**src/rtl/date_pkg.sv**
```systemverilog
// Shared constants, state encoding and ASCII helpers for the date-string transmitter.
package date_pkg;

  localparam logic [1:0] SEP_DOT   = 2'd0;
  localparam logic [1:0] SEP_DASH  = 2'd1;
  localparam logic [1:0] SEP_SLASH = 2'd2;
  localparam logic [1:0] SEP_ILL   = 2'd3;

  localparam logic [7:0] ASCII_ZERO  = 8'h30;
  localparam logic [7:0] ASCII_DOT   = 8'h2E;
  localparam logic [7:0] ASCII_DASH  = 8'h2D;
  localparam logic [7:0] ASCII_SLASH = 8'h2F;

  typedef logic [2:0] state_t;
  localparam state_t IDLE = 3'd0;
  localparam state_t CONV = 3'd1;
  localparam state_t LOAD = 3'd2;
  localparam state_t YEAR = 3'd3;
  localparam state_t SEP1 = 3'd4;
  localparam state_t MON  = 3'd5;
  localparam state_t SEP2 = 3'd6;
  localparam state_t DAY  = 3'd7;

  localparam logic [3:0]  MONTH_MAX = 4'd12;
  localparam logic [4:0]  DAY_MAX   = 5'd31;
  localparam int unsigned YEAR_MIN  = 1;
  localparam int unsigned YEAR_MAX  = 9999;

  // The illegal code is rejected before latching, so it never reaches this mapping.
  function automatic logic [7:0] sep_ascii(input logic [1:0] s);
    case (s)
      SEP_DASH:  return ASCII_DASH;
      SEP_SLASH: return ASCII_SLASH;
      default:   return ASCII_DOT;
    endcase
  endfunction

  function automatic logic [7:0] ascii_digit(input logic [3:0] d);
    return ASCII_ZERO + {4'h0, d};
  endfunction

endpackage

```
**src/rtl/date_string_tx_if.sv**
```systemverilog
// Request and character-stream signals of the date-string transmitter.
interface date_string_tx_if #(parameter int YEAR_W = 14);
  logic              start;
  logic [YEAR_W-1:0] year;
  logic [3:0]        month;
  logic [4:0]        day;
  logic [1:0]        sep;
  logic [7:0]        char;
  logic              char_valid;
  logic              char_ready;
  logic              busy;
  logic              done;
  logic              err;

  modport slave (
    input  start, year, month, day, sep, char_ready,
    output char, char_valid, busy, done, err
  );

  modport master (
    output start, year, month, day, sep, char_ready,
    input  char, char_valid, busy, done, err
  );
endinterface

```
**src/rtl/bin2bcd_seq.sv**
```systemverilog
// Sequential shift-add-3 binary to 4-digit BCD converter, one iteration per clock.
module bin2bcd_seq #(
  parameter int W = 14
) (
  input  logic         clk,
  input  logic         reset,
  input  logic         load,
  input  logic [W-1:0] bin,
  output logic [15:0]  bcd,
  output logic         ready
);
  localparam int CNT_W = $clog2(W);

  logic             active;
  logic [CNT_W-1:0] cnt;
  logic [W-1:0]     sr;

  function automatic logic [15:0] add3(input logic [15:0] b);
    logic [15:0] r;
    r = b;
    for (int i = 0; i < 4; i++)
      if (b[4*i +: 4] >= 4'd5) r[4*i +: 4] = b[4*i +: 4] + 4'd3;
    return r;
  endfunction

  // Pulses during the cycle whose closing edge performs the final iteration.
  always_comb ready = active && (cnt == CNT_W'(W - 1));

  always_ff @(posedge clk) begin
    if (reset) begin
      active <= 1'b0;
      cnt    <= '0;
    end else if (load) begin
      active <= 1'b1;
      cnt    <= '0;
    end else if (active) begin
      cnt <= cnt + 1'b1;
      if (ready) active <= 1'b0;
    end
  end

  always_ff @(posedge clk) begin
    if (load) begin
      sr  <= bin;
      bcd <= '0;
    end else if (active) begin
      {bcd, sr} <= {add3(bcd), sr} << 1;
    end
  end

endmodule

```
**src/rtl/date_string_tx.sv**
```systemverilog
// Serialises a range-checked binary date as ASCII "Y<sep>M<sep>D" with no leading zeros.
module date_string_tx
  import date_pkg::*;
#(
  parameter int YEAR_W = 14
) (
  input logic             clk,
  input logic             reset,
  date_string_tx_if.slave bus
);
  localparam int BCD_W = 14;

  state_t            state;
  logic [1:0]        idx;
  logic [1:0]        first_idx;
  logic [1:0]        idx_dn;
  logic [3:0]        month_q;
  logic [4:0]        day_q;
  logic [1:0]        sep_q;
  logic [YEAR_W-1:0] year_in;
  logic [15:0]       bcd;
  logic              bcd_ready;
  logic              legal;
  logic              load;
  logic              xfer;
  logic [3:0]        mon_tens, mon_units, day_tens, day_units;

  function automatic logic [3:0] pick(input logic [15:0] b, input logic [1:0] i);
    return b[{i, 2'b00} +: 4];
  endfunction

  always_comb begin
    year_in = bus.year;
    legal   = (32'(year_in) >= YEAR_MIN) && (32'(year_in) <= YEAR_MAX) &&
              (bus.month != '0) && (bus.month <= MONTH_MAX) &&
              (bus.day != '0) && (bus.day <= DAY_MAX) && (bus.sep != SEP_ILL);
    load    = (state == IDLE) && bus.start && legal;
    xfer    = bus.char_valid && bus.char_ready;
    idx_dn  = idx - 2'd1;
  end

  always_comb begin
    mon_tens  = (month_q >= 4'd10) ? 4'd1 : 4'd0;
    mon_units = (month_q >= 4'd10) ? month_q - 4'd10 : month_q;
    if (day_q >= 5'd30) begin
      day_tens  = 4'd3;
      day_units = 4'(day_q - 5'd30);
    end else if (day_q >= 5'd20) begin
      day_tens  = 4'd2;
      day_units = 4'(day_q - 5'd20);
    end else if (day_q >= 5'd10) begin
      day_tens  = 4'd1;
      day_units = 4'(day_q - 5'd10);
    end else begin
      day_tens  = 4'd0;
      day_units = day_q[3:0];
    end
  end

  always_comb begin
    if (bcd[15:12] != '0)     first_idx = 2'd3;
    else if (bcd[11:8] != '0) first_idx = 2'd2;
    else if (bcd[7:4] != '0)  first_idx = 2'd1;
    else                      first_idx = 2'd0;
  end

  bin2bcd_seq #(.W(BCD_W)) u_bcd (
    .clk   (clk),
    .reset (reset),
    .load  (load),
    .bin   (BCD_W'(year_in)),
    .bcd   (bcd),
    .ready (bcd_ready)
  );

  always_ff @(posedge clk) begin
    if (load) begin
      month_q <= bus.month;
      day_q   <= bus.day;
      sep_q   <= bus.sep;
    end
  end

  // Outputs are registered so char_ready never reaches char/char_valid combinationally.
  always_ff @(posedge clk) begin
    if (reset) begin
      state          <= IDLE;
      idx            <= '0;
      bus.char       <= 8'h00;
      bus.char_valid <= 1'b0;
      bus.busy       <= 1'b0;
      bus.done       <= 1'b0;
      bus.err        <= 1'b0;
    end else begin
      bus.done <= 1'b0;
      bus.err  <= 1'b0;
      case (state)
        IDLE: if (bus.start) begin
          if (legal) begin
            bus.busy <= 1'b1;
            state    <= CONV;
          end else begin
            bus.err <= 1'b1;
          end
        end
        CONV: if (bcd_ready) state <= LOAD;
        LOAD: begin
          idx            <= first_idx;
          bus.char       <= ascii_digit(pick(bcd, first_idx));
          bus.char_valid <= 1'b1;
          state          <= YEAR;
        end
        YEAR: if (xfer) begin
          if (idx == 2'd0) begin
            bus.char <= sep_ascii(sep_q);
            state    <= SEP1;
          end else begin
            idx      <= idx_dn;
            bus.char <= ascii_digit(pick(bcd, idx_dn));
          end
        end
        SEP1: if (xfer) begin
          idx      <= (mon_tens != '0) ? 2'd1 : 2'd0;
          bus.char <= ascii_digit((mon_tens != '0) ? mon_tens : mon_units);
          state    <= MON;
        end
        MON: if (xfer) begin
          if (idx == 2'd1) begin
            idx      <= 2'd0;
            bus.char <= ascii_digit(mon_units);
          end else begin
            bus.char <= sep_ascii(sep_q);
            state    <= SEP2;
          end
        end
        SEP2: if (xfer) begin
          idx      <= (day_tens != '0) ? 2'd1 : 2'd0;
          bus.char <= ascii_digit((day_tens != '0) ? day_tens : day_units);
          state    <= DAY;
        end
        DAY: if (xfer) begin
          if (idx == 2'd1) begin
            idx      <= 2'd0;
            bus.char <= ascii_digit(day_units);
          end else begin
            bus.char_valid <= 1'b0;
            bus.busy       <= 1'b0;
            bus.done       <= 1'b1;
            state          <= IDLE;
          end
        end
        default: state <= IDLE;
      endcase
    end
  end

endmodule
```
**src/flat_wrapper.sv**
```systemverilog
// flat-port wrapper written by rule: the top's interface ports become plain ports
module date_string_tx_flat import date_pkg::*;
#(
  parameter int YEAR_W = 14
)
  (clk, reset, bus_start, bus_year, bus_month, bus_day, bus_sep, bus_char_ready, bus_char, bus_char_valid, bus_busy, bus_done, bus_err);
  date_string_tx_if #(.YEAR_W(YEAR_W)) bus_i ();
  input logic clk;
  input logic reset;
  input wire logic [$bits(bus_i.start)-1:0] bus_start;
  input wire logic [$bits(bus_i.year)-1:0] bus_year;
  input wire logic [$bits(bus_i.month)-1:0] bus_month;
  input wire logic [$bits(bus_i.day)-1:0] bus_day;
  input wire logic [$bits(bus_i.sep)-1:0] bus_sep;
  input wire logic [$bits(bus_i.char_ready)-1:0] bus_char_ready;
  output wire logic [$bits(bus_i.char)-1:0] bus_char;
  output wire logic [$bits(bus_i.char_valid)-1:0] bus_char_valid;
  output wire logic [$bits(bus_i.busy)-1:0] bus_busy;
  output wire logic [$bits(bus_i.done)-1:0] bus_done;
  output wire logic [$bits(bus_i.err)-1:0] bus_err;
  assign bus_i.start = bus_start;
  assign bus_i.year = bus_year;
  assign bus_i.month = bus_month;
  assign bus_i.day = bus_day;
  assign bus_i.sep = bus_sep;
  assign bus_i.char_ready = bus_char_ready;
  assign bus_char = bus_i.char;
  assign bus_char_valid = bus_i.char_valid;
  assign bus_busy = bus_i.busy;
  assign bus_done = bus_i.done;
  assign bus_err = bus_i.err;
  date_string_tx #(.YEAR_W(YEAR_W)) u_core (.clk(clk), .reset(reset), .bus(bus_i));
endmodule
```
**config.mk**
```make
export PLATFORM = sky130hd
export DESIGN_NAME = date_string_tx_flat
export DESIGN_NICKNAME = d
export VERILOG_FILES = /design/src/rtl/date_pkg.sv /design/src/rtl/date_string_tx_if.sv /design/src/rtl/bin2bcd_seq.sv /design/src/rtl/date_string_tx.sv /design/src/flat_wrapper.sv
export SDC_FILE = /design/constraint.sdc
export NUM_CORES = 1
export LEC_CHECK = 0
export CAP_MARGIN = 20
export CORE_MARGIN = 2
export CORE_UTILIZATION = 30
export DETAILED_ROUTE_END_ITERATION = 6
export PLACE_DENSITY = 0.58
export RECOVER_POWER = 50
export SYNTH_ARGS = -nofsm -noshare
export SYNTH_HDL_FRONTEND = slang
export SYNTH_SLANG_ARGS = --single-unit
```
**constraint.sdc**
```tcl
create_clock -name clk -period 3.87 [get_ports clk]
set_input_delay 0.774 -clock clk [delete_from_list [all_inputs] [get_ports clk]]
set_output_delay 0.774 -clock clk [all_outputs]
set_load 0.005 [all_outputs]
```
==> results_tabular.tex <==
\begin{tabular}{lr}
\hline
Metric & Value \\
\hline
\multicolumn{2}{l}{\textbf{Run status}} \\
Status & completed \\
\multicolumn{2}{l}{\textbf{CTS}} \\
Post-cts gate resize count & 0 \\
CTS sink cnt & between 60 and 70 \\
Number of buffers inserted to repair setup after CTS & 0 \\
Total of hold buffers inserted after clock tree synthesis & 0 \\
Number of buffers created by CTS & 9 \\
Worst-path clk slew & approximately 50 ps \\
H-tree levels & 3 \\
Root Driver & clkbuf\_16 \\
Maximum root-to-sink buffer count & 2 \\
CTS tree & yes \\
Clock latency reported for the late side of the worst-skew pair & between 300 and 400 ps \\
\multicolumn{2}{l}{\textbf{Setup path}} \\
Terminus of the critical flop-to-flop path & u\_core.idx[1] \\
Worst setup path class & in -> reg \\
Critical path required time & roughly 3900 ps \\
Element type at the critical path end & register \\
Critical path, cell by cell & dlygate4sd3\_1, nor4\_1, o21ai\_0, a2111o\_2, nor2\_8, inv\_1, nand2\_1, buf\_4 \\
Launch point of the worst path & bus\_year[7] \\
Startpoint type of the worst setup path & primary input \\
Stage delay of the slowest cell on the critical path & roughly 560 ps \\
Crit Path Max Fanout & 27 \\
Crit Reg-Reg Startpoint & u\_core.state[0] \\
Worst Reg2Reg Path Length in Cells & 7 \\
Worst path slowest cell & dlygate4sd3\_1 \\
Destination of the critical timing path & u\_core.u\_bcd.sr[4] \\
CP arrival & roughly 3200 ps \\
Worst reg-to-reg setup slack & between 1000 and 1500 ps \\
\multicolumn{2}{l}{\textbf{Finish}} \\
Final core area utilization & between 30\% and 40\% \\
Fill cells & 1222 \\
Highest-count cells in the layout ignoring fill and taps & nor2\_1 (42), dfxtp\_1 (36), a21oi\_1 (33), inv\_1 (31), nand2\_1 (29) \\
Final std cell area, no fill & 4590 um2 \\
Share of post-route cells with drive strength above 1 & between 9 and 10\% \\
Layout net count & between 400 and 500 \\
Area growth from synthesis to layout & 21.6\% \\
Most common library cell in the layout ignoring fill and taps & nor2\_1 \\
Count of inserted antenna diode cells & 0 \\
\multicolumn{2}{l}{\textbf{Global route}} \\
Vias in the first global route & 2998 \\
First-pass GRT wire length & about 15000 um \\
Maximum number of pins on one net before global-route repair & 28 \\
Global Route Usage Sum & between 10 and 15\% \\
GRT Residual Overflow & 0 \\
Number of antenna violations at the first check in global routing & 0 \\
\multicolumn{2}{l}{\textbf{STA}} \\
Tmin final & between 3000 and 4000 ps \\
RSZ-0062 raised after global routing & no \\
Setup violations, final & 0 \\
Final worst path period share & about four fifths \\
Final Hold Fails & 0 \\
Maximum frequency from static timing analysis & around 320 MHz \\
Worst-Margin Slew & approximately 900 ps \\
Worst relative slew slack & roughly two fifths \\
Final TNS setup & 0 ps \\
Final Max Slew Viols & 0 \\
Maximum clock skew at final layout & roughly 6.3 ps \\
\multicolumn{2}{l}{\textbf{Synthesis}} \\
Total standard cell area after synthesis & roughly 3800 um2 \\
Synth Register Bits & 61 \\
Ranking of synthesized cells by area & edfxtp\_1 (20\%), dfxtp\_1 (19\%), ha\_1 (8.3\%) \\
Warning count from the yosys run & 0 \\
Number of synthesized flops with an enable pin & 25 \\
Primary flip-flop cell chosen by synthesis mapping & dfxtp\_1 \\
Yosys top cell by area & edfxtp\_1 \\
Number of library cell types mapped by synthesis & 67 \\
Sequential element share of the synthesized area & 39.0\% \\
Cell count after synthesis & between 400 and 500 \\
Average instance area after synthesis & around 9 um2 \\
Ys async rst share & 0\% \\
Top-area cell type share of the netlist area & 19.9\% \\
\multicolumn{2}{l}{\textbf{Detailed routing}} \\
Via Count & about 3100 \\
Pre-antenna DRT Iters & 4 \\
Via-to-Cell Ratio & 5.05 \\
Average wire length per cell after detail routing & 14.3 um \\
Violation count after the first detailed-route iteration & 137 \\
DR DRC count & 0 \\
Number of nets with antenna violations after routing & 0 \\
Detailed-route wire length & $\sim$9000 um \\
\multicolumn{2}{l}{\textbf{Hold path}} \\
Worst min-delay path class & reg -> reg \\
Startpoint of the tightest hold check path & u\_core.bus.char[5] \\
\multicolumn{2}{l}{\textbf{Floorplanning}} \\
Die extent in x & about 120 um \\
Core ar. & 12200 um2 \\
Initial standard-cell utilization of the core & a little under a third \\
Overall die height & $\sim$120 um \\
Top-level I/O count & 41 \\
Total die area & 13500 um2 \\
\# rows & 40 \\
\multicolumn{2}{l}{\textbf{Placed design}} \\
Detail Placement HPWL & approximately 6500 um \\
Port Buf Inserts & 38 \\
Cell area after placement & between 4000 and 5000 um2 \\
Weighted congestion at the end of routability-driven global placement & just under 0.9 \\
\multicolumn{2}{l}{\textbf{Power and ir drop}} \\
Worst-case vdd ir drop & 0.000187 V \\
Final Power & $\sim$0.0026 W \\
Leakage component of the power & 1.67 nW \\
Power Density & 557 nW/um2 \\
\multicolumn{2}{l}{\textbf{Run}} \\
Max-cap check violation count & 0 \\
\hline
\end{tabular}
-- sequential cells by signal, summed over array words and instances (netlist names) --
signal and flops:
u_core.u_bcd.bcd 16, u_core.u_bcd.sr 14, u_core.bus.char 6, u_core.day_q 5, u_core.month_q 4, u_core.u_bcd.cnt 4
u_core.state 3, u_core.idx 2, u_core.sep_q 2, u_core.bus.busy 1, u_core.bus.char_valid 1, u_core.bus.done 1
u_core.bus.err 1, u_core.u_bcd.active 1
-- how the worst min path moves through the flow --
stage | to | cells past startpoint
6_report | u_core.bus.char[5] | 2
5_1_grt | u_core.bus.char[2] | 2
4_1_cts | u_core.bus.char[5] | 2
3_5_place_dp | u_core.bus.char[5] | 2
3_3_place_gp | u_core.bus.char[5] | 2
2_1_floorplan | u_core.bus.char[5] | 2
-- logic make-up (layout without fill, tap and decap cells) --
| kind of cell | Yosys count | in the layout | share of synthesized area [%] |
|---|---|---|---|
| adder cells (fa/ha/maj) | 25 | 25 | 8.29 |
| flip-flops | 61 | 61 | 39.0 |
| other | 1 | 2 | 0.0994 |
| AND/OR/NAND/NOR | 129 | 129 | 17.4 |
| AO/OA/AOI/OAI | 103 | 103 | 18.1 |
| XOR/XNOR | 12 | 12 | 2.79 |
| buffers and inverters | 50 | 88 | 5.60 |
| multiplexers | 26 | 26 | 8.66 |
-- where the power goes --
| group | switching, W | total, W | leakage [nW] | internal [W] |
|---|---|---|---|---|
| Combinational | 0.000451 | 0.000815 | 0.986 | 0.000364 |
| Sequential | 0.000132 | 0.000927 | 0.525 | 0.000796 |
| Clock | 0.000286 | 0.000811 | 0.154 | 0.000525 |
| Total | 0.000869 | 0.00255 | 1.67 | 0.00168 |
-- synth_stat cells, drive strengths merged (9+ instances only) --
cell type,instances
mux2i,9
nand2b,9
dfxtp,36
a211oi,9
ha,25
a21oi,33
nor2,44
mux2,13
inv,31
nand3,9
nand2,29
o21ai,22
clkbuf,11
edfxtp,25
-- cell type report --
| type | instances | area (um2) | area share, % |
|---|---|---|---|
| multi-input cells | 297 | 2080 | 45.3 |
| flip-flops and latches | 61 | 1470 | 32.1 |
| repair buffers | 41 | 403 | 8.79 |
| clock buffers | 14 | 295 | 6.44 |
| well taps | 168 | 210 | 4.58 |
| inverters | 31 | 116 | 2.54 |
| clock inverters | 2 | 13.8 | 0.300 |
-- layer usage --
metal  share of wire [%]  vias to the layer above  GRT usage, %
li1                    -                     1545             -
met3                 5.1                       12          3.11
met5                   0                        -             0
met4                 2.4                        0          6.11
met1                  49                     1461          19.1
met2                  44                       80          21.2
-- through the flow --
step	hold slack, ps	instances	setup slack [ps]
after floorplan	442	408	1140
after global placement	439	598	586
after detailed placement	457	598	548
after CTS	465	614	892
after global routing	495	614	522
final	458	614	718
-- critical path: cells and delay by family --
kind | cells | cell delay, ps
compound gates | 2 | 690
buf+inv | 3 | 900
simple gates | 3 | 810
No activity file was read; power rests on OpenSTA's default activity.
